## config.mk

```make
export PLATFORM = sky130hd
export DESIGN_NAME = line_engine
export DESIGN_NICKNAME = d
export VERILOG_FILES = /design/src/rtl/line_engine.sv
export SDC_FILE = /design/constraint.sdc
export NUM_CORES = 1
export LEC_CHECK = 0
export CAP_MARGIN = 5
export CORE_MARGIN = 2
export CORE_UTILIZATION = 62
export DETAILED_ROUTE_END_ITERATION = 10
export PLACE_DENSITY = 0.93
export SLEW_MARGIN = 10
export SYNTH_ARGS = -nofsm -noshare
export SYNTH_HDL_FRONTEND = slang
export SYNTH_SLANG_ARGS = --single-unit
```

## constraint.sdc

```tcl
create_clock -name clk -period 14.9 [get_ports clk]
set_clock_uncertainty 0.1 [all_clocks]
set_input_delay 1.49 -clock clk [delete_from_list [all_inputs] [get_ports clk]]
set_output_delay 1.49 -clock clk [all_outputs]
set_load 0.02 [all_outputs]
```

## src/rtl/line_engine.sv

```systemverilog
// Bresenham line rasteriser: latches endpoints and colour from the CPU,
// then streams one framebuffer pixel write per step over valid/ready.
module line_engine #(
  parameter logic [31:0] FB_BASE = 32'h1080_0000,
  parameter int          XRES    = 800,
  parameter int          YRES    = 600
) (
  input  logic        clk,
  input  logic        rst,
  input  logic [31:0] line_color,
  input  logic [9:0]  line_point,
  input  logic        line_color_valid,
  input  logic        line_x0_valid,
  input  logic        line_y0_valid,
  input  logic        line_x1_valid,
  input  logic        line_y1_valid,
  input  logic        line_trigger,
  output logic        line_ready,
  output logic        fb_valid,
  input  logic        fb_ready,
  output logic [31:0] fb_addr,
  output logic [23:0] fb_color
);

  typedef enum logic [1:0] {IDLE, SETUP, DRAW} state_t;

  state_t r_state;
  state_t w_state_nx;

  logic [9:0]  r_x0, r_y0, r_x1, r_y1;
  logic [23:0] r_color;
  logic [9:0]  r_x, r_y;
  logic [10:0] r_dx, r_dy;
  logic        r_xneg, r_yneg;
  logic signed [11:0] r_err;
  logic        r_ready, r_valid;
  logic [31:0] r_addr;
  logic [23:0] r_fcolor;

  logic        w_step, w_done;
  logic [10:0] w_sdx, w_sdy;
  logic signed [12:0] w_e2, w_ndy, w_pdx, w_nerr;
  logic        w_mx, w_my;
  logic [9:0]  w_nx, w_ny;

  function automatic logic f_in(input logic [9:0] x, input logic [9:0] y);
    return (x < 10'(XRES)) && (y < 10'(YRES));
  endfunction

  function automatic logic [31:0] f_addr(input logic [9:0] x,
                                         input logic [9:0] y);
    return FB_BASE | {10'd0, y, x, 2'b00};
  endfunction

  assign w_step = !r_valid || fb_ready;
  assign w_done = (r_x == r_x1) && (r_y == r_y1);

  assign w_sdx = (r_x1 >= r_x0) ? {1'b0, r_x1 - r_x0} : {1'b0, r_x0 - r_x1};
  assign w_sdy = (r_y1 >= r_y0) ? {1'b0, r_y1 - r_y0} : {1'b0, r_y0 - r_y1};

  // One Bresenham step from the current point, err updated in a single add
  assign w_e2  = {r_err, 1'b0};
  assign w_ndy = -$signed({2'b00, r_dy});
  assign w_pdx = $signed({2'b00, r_dx});
  assign w_mx  = w_e2 > w_ndy;
  assign w_my  = w_e2 < w_pdx;
  assign w_nx  = w_mx ? (r_xneg ? r_x - 10'd1 : r_x + 10'd1) : r_x;
  assign w_ny  = w_my ? (r_yneg ? r_y - 10'd1 : r_y + 10'd1) : r_y;
  assign w_nerr = {r_err[11], r_err}
                + (w_mx ? w_ndy : 13'sd0)
                + (w_my ? w_pdx : 13'sd0);

  always_ff @(posedge clk) begin
    if (rst) r_state <= IDLE;
    else     r_state <= w_state_nx;
  end

  always_comb begin
    w_state_nx = r_state;
    unique case (r_state)
      IDLE:    if (line_trigger) w_state_nx = SETUP;
      SETUP:   w_state_nx = DRAW;
      DRAW:    if (w_step && w_done) w_state_nx = IDLE;
      default: w_state_nx = IDLE;
    endcase
  end

  always_ff @(posedge clk) begin
    if (rst) begin
      r_x0     <= '0;
      r_y0     <= '0;
      r_x1     <= '0;
      r_y1     <= '0;
      r_color  <= '0;
      r_x      <= '0;
      r_y      <= '0;
      r_dx     <= '0;
      r_dy     <= '0;
      r_xneg   <= 1'b0;
      r_yneg   <= 1'b0;
      r_err    <= '0;
      r_ready  <= 1'b1;
      r_valid  <= 1'b0;
      r_addr   <= '0;
      r_fcolor <= '0;
    end else begin
      r_ready <= (w_state_nx == IDLE);
      unique case (r_state)
        IDLE: begin
          if (line_x0_valid)    r_x0    <= line_point;
          if (line_y0_valid)    r_y0    <= line_point;
          if (line_x1_valid)    r_x1    <= line_point;
          if (line_y1_valid)    r_y1    <= line_point;
          if (line_color_valid) r_color <= line_color[23:0];
        end
        SETUP: begin
          r_x      <= r_x0;
          r_y      <= r_y0;
          r_dx     <= w_sdx;
          r_dy     <= w_sdy;
          r_xneg   <= r_x0 > r_x1;
          r_yneg   <= r_y0 > r_y1;
          r_err    <= {1'b0, w_sdx} - {1'b0, w_sdy};
          r_fcolor <= r_color;
          r_valid  <= f_in(r_x0, r_y0);
          r_addr   <= f_addr(r_x0, r_y0);
        end
        DRAW: begin
          if (w_step) begin
            if (w_done) begin
              r_valid <= 1'b0;
            end else begin
              r_x     <= w_nx;
              r_y     <= w_ny;
              r_err   <= w_nerr[11:0];
              r_valid <= f_in(w_nx, w_ny);
              r_addr  <= f_addr(w_nx, w_ny);
            end
          end
        end
        default: ;
      endcase
    end
  end

  assign line_ready = r_ready;
  assign fb_valid   = r_valid;
  assign fb_addr    = r_addr;
  assign fb_color   = r_fcolor;

endmodule

```

==> results_dict.tcl <==
set metrics [dict create \
    n_fill_cell 1214 \
    leakage_nw 4.93 \
    cp-end-kind "flip-flop" \
    drt_wl_total_mm 30.3 \
    hold_violations 0 \
    h-tree-depth 4 \
    pre_cts_ws_ps 8390 \
    drive_gt1_share_pct 5.34 \
    yosysSeqAreaShare_pct 28.4 \
    crit_path_start_kind "flip-flop" \
    clockBufferDepth 2 \
    start_util_pct 63.0 \
    max_freq_mhz 149 \
    status "finished, final reports clean" \
    vias_per_cell 6.30 \
    ios 109 \
    worst_ep_required_time_ps 15100 \
    relSlewSlack_pct 17.8 \
    muxShareOfSynthArea_pct 1.08 \
    synth_edf_count 0 \
    maxCapViolCount 0 \
    postSynthAreaPerCell_um2 7.83 \
    p_sw_uw 810 \
    gr-total-overflow 0 \
    dp_hpwl_mm 21.3 \
    final.period_utilization_pct 45.0 \
    power_density_nw_per_um2 154 \
    syn_inst 1325 \
    dr_wl_met3_mm 2.60 \
    gp_congestion 0.985 \
    grt_pass1_vias 9909 \
    synthArstFlopShare_pct 0 \
    crit_path_cell_trace "nor4_1, nand2_1, or3_1, xnor2_1, ha_1, nand4_1, nor2_1, a41oi_1, nand2_1, nor2_1, fa_1, ha_1, a21o_1, a21oi_1, o21bai_1, a2111oi_0, o41ai_1, xor2_1, a211oi_1, nor3_1" \
    power_mw 1.84 \
    die_w_um 133 \
    fin_nets 1542 \
    fin_crit_ps 6710 \
    worst-path-buf-inv 0 \
    synth_area_um2 10400 \
    wl_met2_mm 14.4 \
    seq_area_um2 2940 \
    ctsResizeCount 0 \
    synth_ff_type "dfxtp_1" \
    regToRegSetupSlack_ps 8190 \
    ant_nets 0 \
    multi_input_area_um2 6830 \
    cts_root_buf "clkbuf_16" \
    grt_max_degree 96 \
    crit_slowest_cell "nand2_1" \
    wl_per_cell_um 18.9 \
    arrival_ps 6910 \
    synth_compound_area_share_pct 22.9 \
    fin_hold_ws_ps 355 \
    min_path_type "flip-flop to flip-flop" \
    synth_xor_xnor_area_share_pct 5.65 \
    dr.max_layer_used "met4" \
    synth-simple-area-share_pct 20.3 \
    yosys_warnings 0 \
    rsz0062_at_grt "no" \
    io_buffers 90 \
    cts_hold_buf 0 \
    antenna_found_initial 0 \
    ir_worst_vdd_uv 123 \
    vias 10100 \
    synth_top_family_by_area "compound AO/OA/AOI/OAI gates" \
    pwr-share-seq_pct 26.2 \
    cts_sinks 147 \
    dr.pass1.iters 6 \
    finalSetupViolCount 0 \
    drv_slew 0 \
    post-route-util_pct 72.4 \
    clockPowerShare_pct 24.5 \
    setup_ws_ps 8190 \
    die_area_um2 17800 \
    power_switching_share_pct 44.1 \
    crit_type "flip-flop to flip-flop" \
    clk_pin_slew_ps 70 \
    die_height_um 133 \
    grt_pass1_wl_mm 48.8 \
    clock_latency_ps 440 \
    area_growth_pct 14.8 \
    numCtsBuffers 17 \
    track_usage_pct 34.0 \
    coreArea_um2 16500 \
    crit_family "simple AND/OR/NAND/NOR gates" \
    worstMarginPinSlew_ps 1230 \
    cts_tree "built" \
    diodes 0 \
    ys_ff_latch 147 \
    cp_max_fo 19 \
    slowest_delay_ps 630 \
    synth_fa_ha_area_share_pct 15.4 \
    met1_length_mm 11.8 \
    synth_cell_types 90 \
    post-cts-setup-buffers 0 \
    internal_power_mw 1.03 \
    drc 0 \
    dr.first_iter.drc_count 1050 \
    rows 47 \
    comb_power_share_pct 49.3 \
    finalSetupTns_ps 0 \
]
## sequential cells by signal, summed over array words and instances, names as in the netlist, 2 cells and up
name	flops
fb_color	24
r_color	24
r_err	12
r_dx	10
r_dy	10
r_x0	10
r_x1	10
r_y0	10
r_y1	10
r_x	9
r_y	9
fb_addr	3
r_state	2
## power groups by stage
stage	logic, mW	clock network (mW)	registers (mW)
floorplan	0.655	0	0.482
global placement	0.837	0	0.485
detailed placement	0.873	0	0.487
CTS	0.888	0.449	0.479
global route	0.991	0.467	0.485
finish	0.907	0.450	0.481
## Yosys cell counts, types with 4 or more instances
| cell type | n | area, µm² |
|---|---|---|
| o211ai_1 | 10 | 75.1 |
| nor2b_1 | 13 | 81.3 |
| nand4_1 | 15 | 93.8 |
| xor2_1 | 34 | 298 |
| nor4_1 | 10 | 62.6 |
| a21oi_1 | 150 | 751 |
| nand2_1 | 251 | 942 |
| and2_1 | 12 | 75.1 |
| a22oi_1 | 4 | 30.0 |
| o21bai_1 | 6 | 45.0 |
| nor3b_1 | 5 | 37.5 |
| fa_1 | 18 | 360 |
| o31ai_1 | 9 | 67.6 |
| a211o_1 | 4 | 35.0 |
| a21o_1 | 25 | 188 |
| clkbuf_1 | 55 | 206 |
| o22ai_1 | 6 | 37.5 |
| o21ai_0 | 36 | 180 |
| nor3_1 | 29 | 145 |
| nor2_1 | 76 | 285 |
| a221oi_1 | 4 | 35.0 |
| xnor2_1 | 33 | 289 |
| inv_1 | 82 | 308 |
| buf_4 | 13 | 97.6 |
| nand3_1 | 21 | 105 |
| dfxtp_1 | 147 | 2940 |
| nand2b_1 | 7 | 43.8 |
| a31oi_1 | 14 | 87.6 |
| or3_1 | 5 | 31.3 |
| a211oi_1 | 22 | 165 |
| o21ai_1 | 4 | 20.0 |
| o21a_1 | 7 | 52.6 |
| o221a_2 | 4 | 45.0 |
| ha_1 | 99 | 1240 |
| and3_1 | 6 | 37.5 |
| mux2i_1 | 9 | 90.1 |
| buf_2 | 5 | 25.0 |
## final cells by class
cell class	instances	share of cell area, %
Tap cell	220	2.31
Clock buffer	17	3.57
Sequential cell	147	24.7
Inverter	82	2.58
Timing Repair Buffer	97	7.98
Multi-Input combinational cell	1029	57.3
Clock inverter	15	1.59
## stage by stage
stage	cells	instance area [µm²]
3_3_place_gp	1575	11300
6_report	1607	11900
4_1_cts	1607	11900
5_1_grt	1607	11900
2_1_floorplan	1334	10400
3_5_place_dp	1575	11300
## routing by layer
layer  up-vias  global-route usage, %
met5         -                      0
met4         0                   17.0
met3       141                   8.18
met2       517                   58.1
met1      4748                   39.9
li1       4718                      -
## placed cells by master (no fill, tap or decap), types with 11 or more instances in the layout
master | netlist | routed
a211oi_1 | 22 | 22
nor2_1 | 76 | 76
nand4_1 | 15 | 15
a21o_1 | 25 | 25
fa_1 | 18 | 18
nand2_1 | 251 | 251
a31oi_1 | 14 | 14
and2_1 | 12 | 12
dfxtp_1 | 147 | 147
clkbuf_16 | 0 | 17
ha_1 | 99 | 99
a21oi_1 | 150 | 150
nand3_1 | 21 | 21
xnor2_1 | 33 | 33
inv_1 | 82 | 82
nor3_1 | 29 | 29
o21ai_0 | 36 | 36
xor2_1 | 34 | 34
clkdlybuf4s50_1 | 0 | 89
nor2b_1 | 13 | 11
## cell families (layout without fill, tap and decap cells)
family	after synthesis	count (layout)
and+or+nand+nor	469	469
DFF	147	147
buffers and inverters	158	211
other	1	10
muxes	11	11
xor gates and xnor gates	67	67
AOI/OAI and AO/OA	355	355
adders and majority gates	117	117
## worst min-delay path: cells and delay by family (launching register included)
family | cells | cell delay, ps
simple gates | 1 | 50
compound gates | 1 | 50
flops | 1 | 310
## worst paths after layout
path,endpoint,start,depth (start not counted)
min reg2reg,fb_color[2],r_color[2],2
min,fb_color[2],r_color[2],2
max reg2reg,r_err[10],r_dy[2],20
max,r_err[10],r_dy[2],20
No activity file was read; power rests on OpenSTA's default activity.
